===== config.mk =====
export PLATFORM = sky130hd
export DESIGN_NAME = signmag_addsub_pipe_flat
export DESIGN_NICKNAME = d
export VERILOG_FILES = /design/src/rtl/signmag_addsub_pipe_pkg.sv /design/src/rtl/signmag_addsub_pipe_if.sv /design/src/rtl/signmag_addsub_pipe_lzc.sv /design/src/rtl/signmag_addsub_pipe.sv /design/src/flat_wrapper.sv
export SDC_FILE = /design/constraint.sdc
export NUM_CORES = 1
export LEC_CHECK = 0
export BUFFER_PORTS_ARGS = -buffer_cell sky130_fd_sc_hd__buf_4
export CAP_MARGIN = 25
export CORE_UTILIZATION = 45
export CTS_CLUSTER_SIZE = 12
export DETAILED_ROUTE_END_ITERATION = 8
export PLACE_DENSITY = 0.67
export SYNTH_ARGS = -nofsm -noshare
export SYNTH_HDL_FRONTEND = slang
export SYNTH_SLANG_ARGS = --single-unit

===== constraint.sdc =====
create_clock -name clk -period 2.78 [get_ports clk]
set_input_delay 0.417 -clock clk [delete_from_list [all_inputs] [get_ports clk]]
set_output_delay 0.417 -clock clk [all_outputs]
set_load 0.01 [all_outputs]

===== src/rtl/signmag_addsub_pipe_pkg.sv =====
//==============================================================================
// Module   : signmag_pkg
// Purpose  : Shared op encodings and stage-1 payload type for signmag_addsub_pipe.
// Revision : 1.0 - initial release
//==============================================================================
`default_nettype none

package signmag_pkg;

    localparam logic OP_ADD = 1'b0;
    localparam logic OP_SUB = 1'b1;

    // Magnitude fields are sized for the widest supported W; users take the low W bits.
    localparam int MAG_W_MAX = 64;

    typedef struct packed {
        logic [MAG_W_MAX-1:0] big_mag;
        logic [MAG_W_MAX-1:0] small_mag;
        logic                 big_sign;
        logic                 eff_sub;
    } stage1_t;

endpackage

`default_nettype wire


===== src/rtl/signmag_addsub_pipe_if.sv =====
//==============================================================================
// Module   : signmag_addsub_pipe_if
// Purpose  : Operand/result valid-ready bundle for the sign-magnitude adder.
// Revision : 1.0 - initial release
//==============================================================================
`default_nettype none

interface signmag_addsub_pipe_if #(
    parameter int W = 25
);
    localparam int LZC_W = $clog2(W + 1);

    logic             in_valid;
    logic             in_ready;
    logic             a_sign;
    logic [W-1:0]     a_mag;
    logic             b_sign;
    logic [W-1:0]     b_mag;
    logic             op;
    logic             out_valid;
    logic             out_ready;
    logic             res_sign;
    logic [W-1:0]     res_mag;
    logic             res_carry;
    logic             res_zero;
    logic [LZC_W-1:0] res_lzc;

    modport master (
        output in_valid, a_sign, a_mag, b_sign, b_mag, op, out_ready,
        input  in_ready, out_valid, res_sign, res_mag, res_carry, res_zero, res_lzc
    );

    modport slave (
        input  in_valid, a_sign, a_mag, b_sign, b_mag, op, out_ready,
        output in_ready, out_valid, res_sign, res_mag, res_carry, res_zero, res_lzc
    );

endinterface

`default_nettype wire


===== src/rtl/signmag_addsub_pipe_lzc.sv =====
//==============================================================================
// Module   : lzc_count
// Purpose  : Priority leading-zero counter; returns N when the input is all zero.
// Revision : 1.0 - initial release
//==============================================================================
`default_nettype none

module lzc_count #(
    parameter int N = 26
) (
    input  wire [N-1:0]               value,
    output logic [$clog2(N+1)-1:0]    count
);
    localparam int CNT_W = $clog2(N + 1);

    // Scanning upward lets the highest set bit win.
    always_comb begin
        count = CNT_W'(N);
        for (int i = 0; i < N; i++) begin
            if (value[i]) begin
                count = CNT_W'(N - 1 - i);
            end
        end
    end

endmodule

`default_nettype wire


===== src/rtl/signmag_addsub_pipe.sv =====
//==============================================================================
// Module   : signmag_addsub_pipe
// Purpose  : Two-stage sign-magnitude add/sub with valid/ready flow control.
//            Define SMAS_LZC_EN to register a leading-zero count with the result.
// Revision : 1.0 - initial release
//==============================================================================
`default_nettype none

module signmag_addsub_pipe
    import signmag_pkg::*;
#(
    parameter int W = 25
) (
    input wire                   clk,
    input wire                   rst_n,
    signmag_addsub_pipe_if.slave bus
);
    localparam int LZC_W = $clog2(W + 1);

    logic         w_stall;
    logic         w_b_eff_sign;
    logic         w_eff_sub;
    logic         w_swap;
    stage1_t      w_s1_next;

    logic         r_s1_valid;
    stage1_t      r_s1;

    logic [W-1:0] w_big;
    logic [W-1:0] w_small;
    logic [W:0]   w_sum;
    logic [W-1:0] w_diff;
    logic [W:0]   w_wide;
    logic         w_zero;
    logic         w_sign;

    logic         r_out_valid;
    logic         r_res_sign;
    logic [W-1:0] r_res_mag;
    logic         r_res_carry;
    logic         r_res_zero;

    assign w_stall      = r_out_valid & ~bus.out_ready;
    assign bus.in_ready = ~w_stall;

    // Order operands so stage 2 only ever subtracts the smaller magnitude.
    assign w_b_eff_sign = bus.b_sign ^ bus.op;
    assign w_eff_sub    = bus.a_sign ^ w_b_eff_sign;
    assign w_swap       = bus.b_mag > bus.a_mag;

    always_comb begin
        w_s1_next                    = '0;
        w_s1_next.big_mag[W-1:0]     = w_swap ? bus.b_mag : bus.a_mag;
        w_s1_next.small_mag[W-1:0]   = w_swap ? bus.a_mag : bus.b_mag;
        w_s1_next.big_sign           = w_swap ? w_b_eff_sign : bus.a_sign;
        w_s1_next.eff_sub            = w_eff_sub;
    end

    generate
        if (W < MAG_W_MAX) begin : g_pad
            wire pad_unused = |{r_s1.big_mag[MAG_W_MAX-1:W], r_s1.small_mag[MAG_W_MAX-1:W]};
        end
    endgenerate

    assign w_big   = r_s1.big_mag[W-1:0];
    assign w_small = r_s1.small_mag[W-1:0];
    assign w_sum   = {1'b0, w_big} + {1'b0, w_small};
    assign w_diff  = w_big - w_small;
    assign w_wide  = r_s1.eff_sub ? {1'b0, w_diff} : w_sum;
    // A carried-out sum with zero low bits is not a zero result.
    assign w_zero  = (w_wide == '0);
    assign w_sign  = r_s1.big_sign & ~w_zero;

    always_ff @(posedge clk or negedge rst_n) begin
        if (!rst_n) begin
            r_s1_valid  <= 1'b0;
            r_s1        <= '0;
            r_out_valid <= 1'b0;
            r_res_sign  <= 1'b0;
            r_res_mag   <= '0;
            r_res_carry <= 1'b0;
            r_res_zero  <= 1'b0;
        end else if (!w_stall) begin
            r_s1_valid  <= bus.in_valid;
            if (bus.in_valid) begin
                r_s1 <= w_s1_next;
            end
            r_out_valid <= r_s1_valid;
            if (r_s1_valid) begin
                r_res_sign  <= w_sign;
                r_res_mag   <= w_wide[W-1:0];
                r_res_carry <= w_wide[W];
                r_res_zero  <= w_zero;
            end
        end
    end

    assign bus.out_valid = r_out_valid;
    assign bus.res_sign  = r_res_sign;
    assign bus.res_mag   = r_res_mag;
    assign bus.res_carry = r_res_carry;
    assign bus.res_zero  = r_res_zero;

`ifdef SMAS_LZC_EN
    logic [LZC_W-1:0] w_lzc;
    logic [LZC_W-1:0] r_lzc;

    lzc_count #(
        .N (W + 1)
    ) u_lzc (
        .value (w_wide),
        .count (w_lzc)
    );

    always_ff @(posedge clk or negedge rst_n) begin
        if (!rst_n) begin
            r_lzc <= '0;
        end else if (!w_stall && r_s1_valid) begin
            r_lzc <= w_lzc;
        end
    end

    assign bus.res_lzc = r_lzc;
`else
    assign bus.res_lzc = '0;
`endif

endmodule

`default_nettype wire


===== src/flat_wrapper.sv =====
// flat-port wrapper written by rule: the top's interface ports become plain ports
module signmag_addsub_pipe_flat import signmag_pkg::*;
#(
    parameter int W = 25
)
  (clk, rst_n, bus_in_valid, bus_a_sign, bus_a_mag, bus_b_sign, bus_b_mag, bus_op, bus_out_ready, bus_in_ready, bus_out_valid, bus_res_sign, bus_res_mag, bus_res_carry, bus_res_zero, bus_res_lzc);
  signmag_addsub_pipe_if #(.W(W)) bus_i ();
  input wire clk;
  input wire rst_n;
  input wire logic [$bits(bus_i.in_valid)-1:0] bus_in_valid;
  input wire logic [$bits(bus_i.a_sign)-1:0] bus_a_sign;
  input wire logic [$bits(bus_i.a_mag)-1:0] bus_a_mag;
  input wire logic [$bits(bus_i.b_sign)-1:0] bus_b_sign;
  input wire logic [$bits(bus_i.b_mag)-1:0] bus_b_mag;
  input wire logic [$bits(bus_i.op)-1:0] bus_op;
  input wire logic [$bits(bus_i.out_ready)-1:0] bus_out_ready;
  output wire logic [$bits(bus_i.in_ready)-1:0] bus_in_ready;
  output wire logic [$bits(bus_i.out_valid)-1:0] bus_out_valid;
  output wire logic [$bits(bus_i.res_sign)-1:0] bus_res_sign;
  output wire logic [$bits(bus_i.res_mag)-1:0] bus_res_mag;
  output wire logic [$bits(bus_i.res_carry)-1:0] bus_res_carry;
  output wire logic [$bits(bus_i.res_zero)-1:0] bus_res_zero;
  output wire logic [$bits(bus_i.res_lzc)-1:0] bus_res_lzc;
  assign bus_i.in_valid = bus_in_valid;
  assign bus_i.a_sign = bus_a_sign;
  assign bus_i.a_mag = bus_a_mag;
  assign bus_i.b_sign = bus_b_sign;
  assign bus_i.b_mag = bus_b_mag;
  assign bus_i.op = bus_op;
  assign bus_i.out_ready = bus_out_ready;
  assign bus_in_ready = bus_i.in_ready;
  assign bus_out_valid = bus_i.out_valid;
  assign bus_res_sign = bus_i.res_sign;
  assign bus_res_mag = bus_i.res_mag;
  assign bus_res_carry = bus_i.res_carry;
  assign bus_res_zero = bus_i.res_zero;
  assign bus_res_lzc = bus_i.res_lzc;
  signmag_addsub_pipe #(.W(W)) u_core (.clk(clk), .rst_n(rst_n), .bus(bus_i));
endmodule

=== Yosys cells after proc, flatten, opt, wreduce, memory -nomap -nowiden ===
Cells that the tools add are included.

* Output and inout port bits: 35
* Register bits after elaboration: 82
* Word-level logic and storage cells: 27

* Mux-type cells: 4
* Bitwise logic cells: 7
* Reductions and logical operators: 3
* $add $sub $neg: 2
* $lt $le $gt $ge: 1

{| class="wikitable"
|+ Operators by type and width
! operator !! number
|-
| two-way mux 25 bit || 2
|-
| adder 25 x 25 -> 26 bit || 1
|-
| zero test 26 bit || 1
|-
| two-way mux 26 bit || 1
|-
| greater-than comparator 25 bit || 1
|-
| subtractor 25 bit || 1
|-
| AND reduction 2 bit || 2
|-
| inverter 1 bit || 3
|-
| bitwise AND 1 bit || 2
|-
| bitwise XOR 1 bit || 2
|-
| two-way mux 1 bit || 1
|}

=== Logic depth before layout (Yosys ltp) ===
Gate-level depths: netlist of run 1.

* Depth after elaboration: 5
* Depth in mapped cells: 13
* Mapped depth without buffers: 12

=== Worst setup path after synthesis of run 1 ===
No wires, ideal clock.

* Kind: register to register
* Start point: register u_core.r_s1[2] in the netlist's numbering
* End point: register u_core.r_res_sign (netlist: u_core.bus.res_sign)
* Path slack: -167 ps
* Clock period less this slack: 2947 ps
* Stages on the path, launching flop included: 13
* Required time: 2661 ps
* Buffers on the path: 0
* Arrival time: 2828 ps
* Cells stage by stage: dfrtp_1 ha_1 inv_1 fa_1 o21bai_2 a2111oi_4 nor3_1 a2111oi_0 a2111oi_1 nand2b_1 a2111oi_4 nand4_1 o21a_1

* Longest elaborated chain between the ends: 5

{| class="wikitable"
|+ Ends and longest elaborated chain
! what !! line !! text
|-
| start, declared || signmag_addsub_pipe.sv:27 || <nowiki>stage1_t r_s1;</nowiki>
|-
| start signal, assigned || signmag_addsub_pipe.sv:86 || <nowiki>r_s1 <= w_s1_next;</nowiki>
|-
| adder 25 x 25 -> 26 bit / subtractor 25 bit (equally long branches) || signmag_addsub_pipe.sv:67, signmag_addsub_pipe.sv:68 ||
|-
| two-way mux 26 bit (*) || signmag_addsub_pipe.sv:69 || <nowiki>assign w_wide = r_s1.eff_sub ? {1'b0, w_diff} : w_sum;</nowiki>
|-
| zero test 26 bit (*) || signmag_addsub_pipe.sv:71 || <nowiki>assign w_zero = (w_wide == '0);</nowiki>
|-
| inverter 1 bit (*) || signmag_addsub_pipe.sv:72 || <nowiki>assign w_sign = r_s1.big_sign & ~w_zero;</nowiki>
|-
| bitwise AND 1 bit (*) || signmag_addsub_pipe.sv:72 ||
|-
| end signal, assigned || signmag_addsub_pipe.sv:90 || <nowiki>r_res_sign <= w_sign;</nowiki>
|-
| end, declared || signmag_addsub_pipe.sv:38 || <nowiki>logic r_res_sign;</nowiki>
|}

Every way passes the cells marked *; elsewhere a longest branch is shown, timed or not.
A chain may end at the register's enable or synchronous reset.

=== Worst setup path in the final report of run 1 ===
* Start point: register u_core.r_s1[66] in the netlist's numbering
* End point: register u_core.r_res_sign (netlist: u_core.bus.res_sign)

Same word-level chain as after synthesis.

==> out/metrics.cfg, run 1 <==
[floorplanning]
io_pins=92
dieArea_sq_um=17100
start_util=0.465
coreArea_sq_um=16000
rows=46
dieHeight_microns=131
die_x_microns=131

[place]
portBuffers=86
place_area_sq_um=9960
dp_hpwl_microns=18300
gp_congestion=0.916
place_inst=1379
dp_worst_setup_slack_ps=-443

[drt]
wire_per_inst_microns=16.6
postRouteAntennaNets=0
drt_wl_total_microns=23400
wl_met1_microns=11200
drtPass1Iterations=5
wl_met3_microns=1320
via_per_inst=5.58
highest_layer=met4
num_vias=7874
met2_length_microns=10300
drt_iter0_drc=513
post-route-drc-count=0

[pwr]
switching_power_mw=3.73
totalPowerFinal_mw=9.06
ir_drop_v=0.000408
p_per_area_nw_per_um2=834
clkPwrFrac=0.135
p_comb_frac=0.672
seqPwrFrac=0.193
p_leak_nw=5.25
internal_power_mw=5.33
swShare=0.412

[synth]
yosysMostFrequentCell=nand2_1
synth_ff_type=dfrtp_1
yosys-top-cells-area=dfrtp_1, ha_1, nand2_1, inv_1, o21ai_0
synth_compound_area_frac=0.267
syn-instance-count=899
synth_adder_area_share=0.130
yosysTopAreaCell=dfrtp_1
synth-simple-area-share=0.186
synth_cell_type_count=80
ys_async_sr_fraction=1.00
synth_xor_area_frac=0.0129
ys_seq_area_frac=0.276
avgSynthCellArea_sq_um=8.28
muxShareOfSynthArea=0.0514
synth-seq-cells=82
syn-cell-area_sq_um=7440
synth_edf_count=0
ys_warn_count=0
synth_top_family_by_area=compound AO/OA/AOI/OAI gates
ys_top_cells_by_count=nand2_1, dfrtp_1, inv_1
yosys.area.top_type_share=0.276

[timing]
rsz0062_at_grt=yes
fin_setup_tns_ps=-920
holdWs_ps=23.4
fin_ws_ps=-377
setup_viol=7
hold_violations=0
tightest_slew_ps=644
min_period_over_period=1.14
slew_viol_final=0
clock.fmax_mhz=317
max_slew_margin=0.567
min_period_ps=3160
skew_ps=13.6

[worst_setup_path]
crit_required_ps=3030
worstPathCellList=inv_1 > ha_2 > fa_2 > nor2b_4 > o31a_1 > buf_6 > o211ai_1 > buf_4 > a211oi_2 > buf_4 > and4_1 > or3_1 > a221o_1 > o21a_1
cp-endpoint=u_core.bus.res_sign$_DFFE_PN0P_
cp_common_cell=buf_4
reg2reg_depth=14
arrival_ps=3400
timing.rr.start=u_core.r_s1[66]$_DFFE_PN0P_
startpoint_type=flip-flop
path_class=flip-flop to flip-flop
slowest_stage=dfrtp_1
reg2reg_slack_ps=-380
cp_slowest_stage_delay_ps=390
reg2reg_to=u_core.bus.res_sign$_DFFE_PN0P_
end_kind=flip-flop
startpoint=u_core.r_s1[66]$_DFFE_PN0P_
worstPathMaxFanout=4

[clock_network]
cts_buffers=9
root_buffer=clkbuf_16
h-tree-depth=3
cts.sinks=82
cts_buffer_depth=2
clkLatencyLatePin_ps=360
tritoncts=yes
path_clk_slew_ps=70

[worst_hold_path]
worstHoldPathType=input pin to async pin

[status]
failed_checks=negative setup slack
status=finished with violations

[global_route]
grt.total_usage=0.279
grt_max_degree=83
antenna_found_initial=0
grt_pass1_vias=7184
grt_pass1_wl_microns=36800
overflow=0

[layout]
fin_area_sq_um=10900
drive_gt1_frac=0.385
fin_util=0.679
fill_cells=1333
stdcell_count=1412
antenna_cells=0
final_nets=1324
area_growth_pct=45.9

[flow_run]
maxCapViolations=0

## layout make-up
type / count / area (sq um) / area share
multi-input cells: 685 / 5360 / 0.493
clock buffers: 11 / 243 / 0.0224
repair buffers: 335 / 2590 / 0.239
clock inverters: 5 / 53.8 / 0.00495
inverters: 78 / 293 / 0.0270
well taps: 216 / 270 / 0.0249
flip-flops and latches: 82 / 2050 / 0.189
## sequential cells by signal, indices dropped and copies added, names as in the netlist
register / cells
u_core.r_s1_valid: 1
u_core.bus.res_sign: 1
u_core.bus.out_valid: 1
u_core.bus.res_zero: 1
u_core.bus.res_carry: 1
u_core.r_s1: 52
u_core.bus.res_mag: 25
## worst min path at each step
stage	end	slack (ps)	cells after the start
after CTS	u_core.r_s1[72]$_DFFE_PN0P_	280	1
after global routing	u_core.r_s1[72]$_DFFE_PN0P_	60	1
after global placement	u_core.bus.res_mag[16]$_DFFE_PN0P_	460	1
after floorplan	u_core.bus.out_valid$_DFFE_PN0N_	120	0
after detailed placement	u_core.bus.res_mag[1]$_DFFE_PN0P_	470	2
final	u_core.r_s1[72]$_DFFE_PN0P_	20	1
## cells in the final DEF (no fill, tap or decap), types with 11 or more instances in the layout
| cell type | count |
|---|---|
| o221ai_1 | 27 |
| nand4_1 | 18 |
| buf_4 | 326 |
| nand2_1 | 94 |
| a21oi_1 | 47 |
| nor2_1 | 32 |
| mux2i_1 | 27 |
| o21ai_0 | 56 |
| nor3_1 | 16 |
| o21a_1 | 12 |
| a21o_1 | 24 |
| nand3_1 | 33 |
| ha_1 | 57 |
| o211ai_1 | 11 |
| inv_1 | 73 |
| dfrtp_1 | 82 |
## kinds of logic (layout without fill, tap and decap cells)
kind of cell	after synthesis	after routing
other	1	5
and+or+nand+nor	275	275
buffers and inverters	136	429
DFF	82	82
AOI/OAI and AO/OA	281	281
xor gates and xnor gates	11	11
adders and majority gates	76	76
muxes	37	37
## layer usage
metal | global-route usage | vias to the layer above
li1 | - | 3876
met1 | 0.414 | 3691
met2 | 0.412 | 267
met3 | 0.0297 | 40
met4 | 0.111 | 0
met5 | 0 | -
## power groups by stage
stage	Combinational, mW	Clock [mW]	Sequential (mW)
floorplan	2.73	0	1.83
global placement	5.34	0	1.74
detailed placement	5.40	0	1.76
CTS	5.66	1.24	1.75
global route	6.58	1.28	1.79
finish	6.09	1.22	1.75
## repair_timing
item | 4_1_cts | 5_1_grt
gates resized for setup | 42 | 54
endpoints found under the setup margin | 14 | 21
pin swaps | 25 | 23
hold buffers | 0 | 0
setup buffers | 7 | 10
## worst max-delay path: cells and delay by family (launching register included)
kind | cells | cell delay [ps]
compound gates | 5 | 1040
simple gates | 3 | 610
buf+inv | 4 | 540
fa+ha+maj | 2 | 460
flops | 1 | 390
(Power assumes the default switching activity.)
==> run 2, diff against run 1 <==
--- a/config.mk
+++ b/config.mk
@@ -11,6 +11,8 @@
 export CTS_CLUSTER_SIZE = 12
 export DETAILED_ROUTE_END_ITERATION = 8
 export PLACE_DENSITY = 0.67
+export SKIP_CTS_REPAIR_TIMING = 1
 export SYNTH_ARGS = -nofsm -noshare
 export SYNTH_HDL_FRONTEND = slang
+export SYNTH_HIERARCHICAL = 1
 export SYNTH_SLANG_ARGS = --single-unit
==> constraint.sdc (replaced) <==
create_clock -name clk -period 2.9 [get_ports clk]
set_input_delay 0.435 -clock clk [delete_from_list [all_inputs] [get_ports clk]]
set_output_delay 0.435 -clock clk [all_outputs]
set_load 0.01 [all_outputs]
==> run 2 against run 1 <==
The flow still finishes with violations (negative setup slack). Global-route usage is 0.20 points lower. Combinational power down 15%. Count of clock-buffer cells in the layout decreased by 1. Worst setup slack better by 76 ps. Synthesized area shrank 0.89%.
==> out/metrics.cfg, run 2 <==
[status]
status=finished with violations
failed_checks=negative setup slack

[place]
portBuffers=86  ; unchanged
dp_hpwl_microns=18100  ; -1.1%
gp_congestion=0.938  ; +2.5%

[global_route]
grt_pass1_vias=7116  ; -0.95%
antenna_found_initial=1  ; +1
grt_use_met2=0.419  ; +0.00720
overflow=0  ; unchanged
grt.total_usage=0.277  ; -0.00198
grt-busiest-layer=met2
grt_max_degree=83  ; unchanged
grt_use_met1=0.401  ; -0.0128
grt_pass1_wl_microns=36300  ; -1.2%
gr-usage-met3=0.0467  ; +0.0170

[floorplanning]
die_x_microns=130  ; -0.44%
dieArea_sq_um=16900  ; -0.88%
start_util=0.463  ; -0.00248
io_pins=92  ; unchanged
coreArea_sq_um=15900  ; -0.36%
dieHeight_microns=130  ; -0.44%
rows=46  ; unchanged

[layout]
top_register=u_core/r_s1
layout_commonest_cell=buf_4
mostFrequentLayoutCells=buf_4, nand2_1, dfrtp_1, inv_1, ha_1
largest_reg_flops=52  ; unchanged
area_growth_pct=38.4
antenna_cells=0  ; unchanged
final_nets=1276  ; -3.6%
drive_gt1_frac=0.328  ; -0.0579

[synth]
ys_warn_count=6  ; +6
synth_ff_type=dfrtp_1
syn-cell-area_sq_um=7380  ; -0.89%
synth_edf_count=0  ; unchanged
yosysMostFrequentCell=nand2_1
yosysTopAreaCell=dfrtp_1
ys_top_cells_by_count=nand2_1, dfrtp_1, ha_1
yosys.area.top_type_share=0.278  ; +0.00248
avgSynthCellArea_sq_um=8.18  ; -1.2%
synth_cell_type_count=84  ; +5.0%
synth-seq-cells=82  ; unchanged
ys_async_sr_fraction=1.00  ; unchanged
ys_seq_area_frac=0.278  ; +0.00248
yosys-top-cells-area=dfrtp_1, ha_1, nand2_1, o21ai_0, inv_1
syn-instance-count=902  ; +0.33%

[pwr]
p_per_area_nw_per_um2=790  ; -5.4%
ir_drop_v=0.000393  ; -3.6%
totalPowerFinal_mw=8.06  ; -11%
p_leak_nw=4.91  ; -6.6%

[clock_network]
root_buffer=clkbuf_16
clkLatencyLatePin_ps=350  ; about the same
path_clk_slew_ps=60  ; about the same
cts_buffer_depth=2  ; unchanged
tritoncts=yes
cts_buffers=9  ; unchanged
h-tree-depth=3  ; unchanged
cts.sinks=82  ; unchanged

[drt]
drt_iter0_drc=399  ; -22%
drtPass1Iterations=5  ; unchanged
post-route-drc-count=0  ; unchanged
postRouteAntennaNets=0  ; unchanged
via_per_inst=5.55  ; -0.46%
drt_wl_total_microns=22700  ; -3.0%
num_vias=7571  ; -3.8%
wire_per_inst_microns=16.7  ; +0.41%

[flow_run]
maxCapViolations=0  ; unchanged

[timing]
slew_viol_final=0  ; unchanged
skew_ps=8.04  ; -5.59 ps
tightest_slew_ps=538  ; -106 ps
hold_violations=0  ; unchanged
holdWs_ps=59.3  ; +36.0 ps
setup_viol=4  ; -3
min_period_ps=3200  ; +43.7 ps
clock.fmax_mhz=312  ; -1.4%
fin_ws_ps=-301  ; +76.3 ps
min_period_over_period=1.10  ; -0.0319
max_slew_margin=0.641  ; +0.0743
rsz0062_at_grt=yes

[worst_setup_path]
arrival_ps=3420  ; +20 ps
path_class=flip-flop to flip-flop
reg2reg_depth=12  ; -2
timing.rr.start=u_core/r_s1[4]$_DFFE_PN0P_
reg2reg_to=u_core/bus.res_sign$_DFFE_PN0P_
end_kind=flip-flop
reg2reg_slack_ps=-300  ; +80 ps
crit_required_ps=3120  ; +90 ps
worstPathMaxFanout=4  ; unchanged
startpoint_type=flip-flop

[worst_hold_path]
worstHoldPathType=input pin to async pin

==> run 2: cell types whose count changed after synthesis, moves of 4 or more <==
| cell | change |
|---|---|
| nand3_1 | +9 |
| a21o_1 | -8 |
| a211o_1 | -4 |
| nor2_1 | +9 |
| nand4_1 | +4 |
| buf_1 | -6 |
| o21ai_0 | +10 |
| o21a_1 | -6 |
| clkbuf_1 | +8 |
| nor3_1 | -14 |
| inv_1 | -6 |
| and3_1 | +5 |
==> run 2: worst max-delay path by stage <==
stage / endpoint / slack [ps] / depth (start not counted) / from
final: u_core/bus.res_sign$_DFFE_PN0P_ / -300 / 12 / u_core/r_s1[4]$_DFFE_PN0P_
after global routing: u_core/bus.res_sign$_DFFE_PN0P_ / -460 / 12 / u_core/r_s1[2]$_DFFE_PN0P_
after CTS: u_core/bus.res_sign$_DFFE_PN0P_ / -400 / 12 / u_core/r_s1[66]$_DFFE_PN0P_
after detailed placement: u_core/bus.res_sign$_DFFE_PN0P_ / -390 / 12 / u_core/r_s1[66]$_DFFE_PN0P_
after global placement: u_core/bus.res_sign$_DFFE_PN0P_ / -300 / 11 / u_core/r_s1[66]$_DFFE_PN0P_
after floorplan: u_core/bus.res_sign$_DFFE_PN0P_ / -50 / 11 / u_core/r_s1[2]$_DFFE_PN0P_
==> run 2: metrics by stage <==
stage	utilization	area (sq um)	setup slack, ps	setup TNS, ps	cells
2_1_floorplan	-	7440	-51.2	-85.0	906
3_3_place_gp	0.602	9590	-299	-899	1338
3_5_place_dp	0.602	9590	-388	-1440	1338
4_1_cts	0.621	9900	-404	-1120	1354
5_1_grt	0.640	10200	-461	-1500	1364
6_report	0.640	10200	-301	-865	1364
==> run 2: logic make-up after synthesis <==
group | share of synthesized area
adder cells (fa/ha/maj) | 0.131
multiplexers | 0.0460
AO/OA/AOI/OAI | 0.264
flip-flops | 0.278
other | 0.000508
XOR/XNOR | 0.0131
AND/OR/NAND/NOR | 0.193
buffers and inverters | 0.0746
==> run 2: final cells by class <==
class	instances	area, sq um
tap	216	270
fill	1399	5740
multi-input combinational	690	5070
sequential	82	2050
clock inverter	6	63.8
inverter	75	282
timing repair buffer	285	2230
clock buffer	10	239
==> run 2: metal layers <==
layer | wire length [microns] | share of wire
met5 | 0 | 0
met4 | 388 | 0.017
met3 | 1330 | 0.058
met2 | 9770 | 0.43
met1 | 11200 | 0.49
==> run 2: power breakdown <==
group / internal [mW] / switching [mW] / leakage, nW
clock network: 0.690 / 0.486 / 0.145
logic: 2.52 / 2.69 / 3.76
registers: 1.48 / 0.204 / 1.01
==> run 2: worst max-delay path, cell delays in order, from the launching register on <==
cell and delay [ps]:
dfrtp_1 390, inv_2 90, ha_4 200, buf_4 150, nor2b_4 130, o31a_4 360
o21ai_4 200, a21oi_4 90, or4_4 560, a2111oi_4 370, nand4_1 150, nor4_2 330
a21oi_1 70
==> run 3, diff against run 2 <==
--- a/config.mk
+++ b/config.mk
@@ -11,8 +11,6 @@
 export CTS_CLUSTER_SIZE = 12
 export DETAILED_ROUTE_END_ITERATION = 8
 export PLACE_DENSITY = 0.67
-export SKIP_CTS_REPAIR_TIMING = 1
 export SYNTH_ARGS = -nofsm -noshare
 export SYNTH_HDL_FRONTEND = slang
-export SYNTH_HIERARCHICAL = 1
 export SYNTH_SLANG_ARGS = --single-unit
==> run 3 against run 2 <==
Combinational power is 5.8% higher. Design area is 2.9% higher. Largest cell class unchanged. Highest routed layer unchanged. Clock power is 4% lower. Critical endpoint is now u_core.bus.res_sign$_DFFE_PN0P_. Clock skew is 0.50 ps higher. Final cell count is 1.5% higher. Flip-flop and latch count stayed put. Register-to-register slack better by 80 ps. Count of clock-buffer cells in the layout is 1 higher. The flow still finishes with violations (negative setup slack).
==> out/metrics.cfg, run 3 (same netlist as run 1, synthesis figures left out) <==
[status]
status=finished with violations
failed_checks=negative setup slack

[global_route]
grt_max_degree=83  ; unchanged
antenna_found_initial=0  ; -1
grt_pass1_wl_microns=35300  ; -2.8%
grt.total_usage=0.267  ; -0.0103
grt_pass1_vias=6957  ; -2.2%
overflow=0  ; unchanged

[layout]
area_growth_pct=41.2
mostFrequentLayoutCells=buf_4, nand2_1, dfrtp_1, inv_1, ha_1
fill_cells=1383  ; -1.1%
layout_commonest_cell=buf_4
drive_gt1_frac=0.354  ; +0.0266
largest_reg_flops=52  ; unchanged
final_nets=1297  ; +1.6%
top_register=u_core.r_s1
stdcell_count=1385  ; +1.5%
antenna_cells=0  ; unchanged

[clock_network]
root_buffer=clkbuf_16
tritoncts=yes
path_clk_slew_ps=60  ; about the same
clkLatencyLatePin_ps=350  ; about the same
cts.sinks=82  ; unchanged
h-tree-depth=3  ; unchanged
cts_buffers=9  ; unchanged
cts_buffer_depth=2  ; unchanged

[drt]
num_vias=7698  ; +1.7%
wire_per_inst_microns=16.2  ; -2.6%
drtPass1Iterations=5  ; unchanged
drt_wl_total_microns=22500  ; -1.1%
postRouteAntennaNets=0  ; unchanged
post-route-drc-count=0  ; unchanged
via_per_inst=5.56  ; +0.14%
drt_iter0_drc=558  ; +40%

[worst_setup_path]
crit_required_ps=3140  ; +20 ps
arrival_ps=3360  ; -60 ps
end_kind=flip-flop
path_class=flip-flop to flip-flop
worstPathMaxFanout=4  ; unchanged
startpoint_type=flip-flop

[timing]
min_period_over_period=1.07  ; -0.0289
fin_ws_ps=-217  ; +83.9 ps
rsz0062_at_grt=yes
slew_viol_final=0  ; unchanged
min_period_ps=3120  ; -83.9 ps
clock.fmax_mhz=321  ; +2.7%
fin_setup_tns_ps=-371  ; +494 ps
max_slew_margin=0.528  ; -0.113
holdWs_ps=22.9  ; -36.4 ps
tightest_slew_ps=702  ; +164 ps
skew_ps=8.54  ; +0.503 ps
hold_violations=0  ; unchanged
setup_viol=3  ; -1

[floorplanning]
die_x_microns=131  ; +0.44%
dieHeight_microns=131  ; +0.44%
dieArea_sq_um=17100  ; +0.89%
rows=46  ; unchanged
coreArea_sq_um=16000  ; +0.36%
start_util=0.465  ; +0.00248
io_pins=92  ; unchanged

[pwr]
p_per_area_nw_per_um2=791  ; +0.16%
p_leak_nw=5.07  ; +3.3%
totalPowerFinal_mw=8.31  ; +3.1%
ir_drop_v=0.000399  ; +1.5%

[worst_hold_path]
worstHoldPathType=input pin to async pin

[place]
gp_congestion=0.943  ; +0.53%
portBuffers=86  ; unchanged
dp_worst_setup_slack_ps=-335  ; +52.4 ps
place_inst=1359  ; +1.6%
dp_hpwl_microns=17600  ; -2.7%

[flow_run]
maxCapViolations=0  ; unchanged

[run 3: cell types whose count changed in the layout (fill, tap and decap cells not counted), sizes merged, moves of 5 or more]
| cell | before | now |
|---|---|---|
| o21a | 6 | 13 |
| nor2 | 44 | 35 |
| nor3 | 12 | 26 |
| nand3 | 43 | 34 |
| a21o | 16 | 24 |
| buf | 285 | 308 |
| and3 | 7 | 2 |
| o21ai | 76 | 68 |
[run 3: repair_timing]
item / CTS / global route
setup buffers: 6 / 3
hold buffers: 0 / 0
pin swaps: 25 / 14
endpoints found under the setup margin: 4 / 13
resized for setup: 28 / 42
[run 3: stage by stage]
stage / area (sq um) / utilization
finish: 10500 / 0.657
global route: 10500 / 0.657
CTS: 10200 / 0.640
detailed placement: 9780 / 0.612
global placement: 9780 / 0.612
floorplan: 7490 / -
[run 3: path summary, 6_finish.rpt]
kind	cells past startpoint	from	endpoint	slack, ps
hold / removal	1	rst_n	u_core.r_s1[2]$_DFFE_PN0P_	20
hold reg to reg	2	u_core.bus.res_mag[22]$_DFFE_PN0P_	u_core.bus.res_mag[22]$_DFFE_PN0P_	480
setup / recovery	14	u_core.r_s1[2]$_DFFE_PN0P_	u_core.bus.res_sign$_DFFE_PN0P_	-220
min in group clk	3	bus_a_mag[11]	u_core.r_s1[13]$_DFFE_PN0P_	340
setup reg to reg	14	u_core.r_s1[2]$_DFFE_PN0P_	u_core.bus.res_sign$_DFFE_PN0P_	-220
max in group asynchronous	2	rst_n	u_core.bus.res_mag[24]$_DFFE_PN0P_	2280
[run 3: power by group]
group,switching (mW),internal (mW)
clock,0.468,0.664
combinational,2.75,2.75
sequential,0.203,1.48
[run 3: routing by layer]
metal / vias up / GRT usage / routed length, microns
met4: 0 / 0.0994 / 582
met1: 3601 / 0.400 / 11300
met2: 251 / 0.387 / 9490
li1: 3811 / - / -
met3: 35 / 0.0354 / 1090
met5: - / 0 / 0
[run 3: critical path, stage by stage, from the launching register on]
cell and delay, ps:
dfrtp_1 410, ha_2 190, inv_2 60, fa_2 240
o21bai_4 90, a2111oi_4 340, buf_4 210, nor3_4 60
a21o_1 190, a2111oi_4 280, buf_4 170, nand2b_4 50
a2111oi_4 340, nand4_1 170, o21a_1 190
[run 3: cell type report]
type,count,area (sq um),share of cell area
clock buffers,11,233,0.0221
flip-flops and latches,82,2050,0.195
well taps,216,270,0.0257
clock inverters,5,55.1,0.00524
repair buffers,308,2380,0.227
inverters,78,293,0.0279
multi-input cells,685,5220,0.497
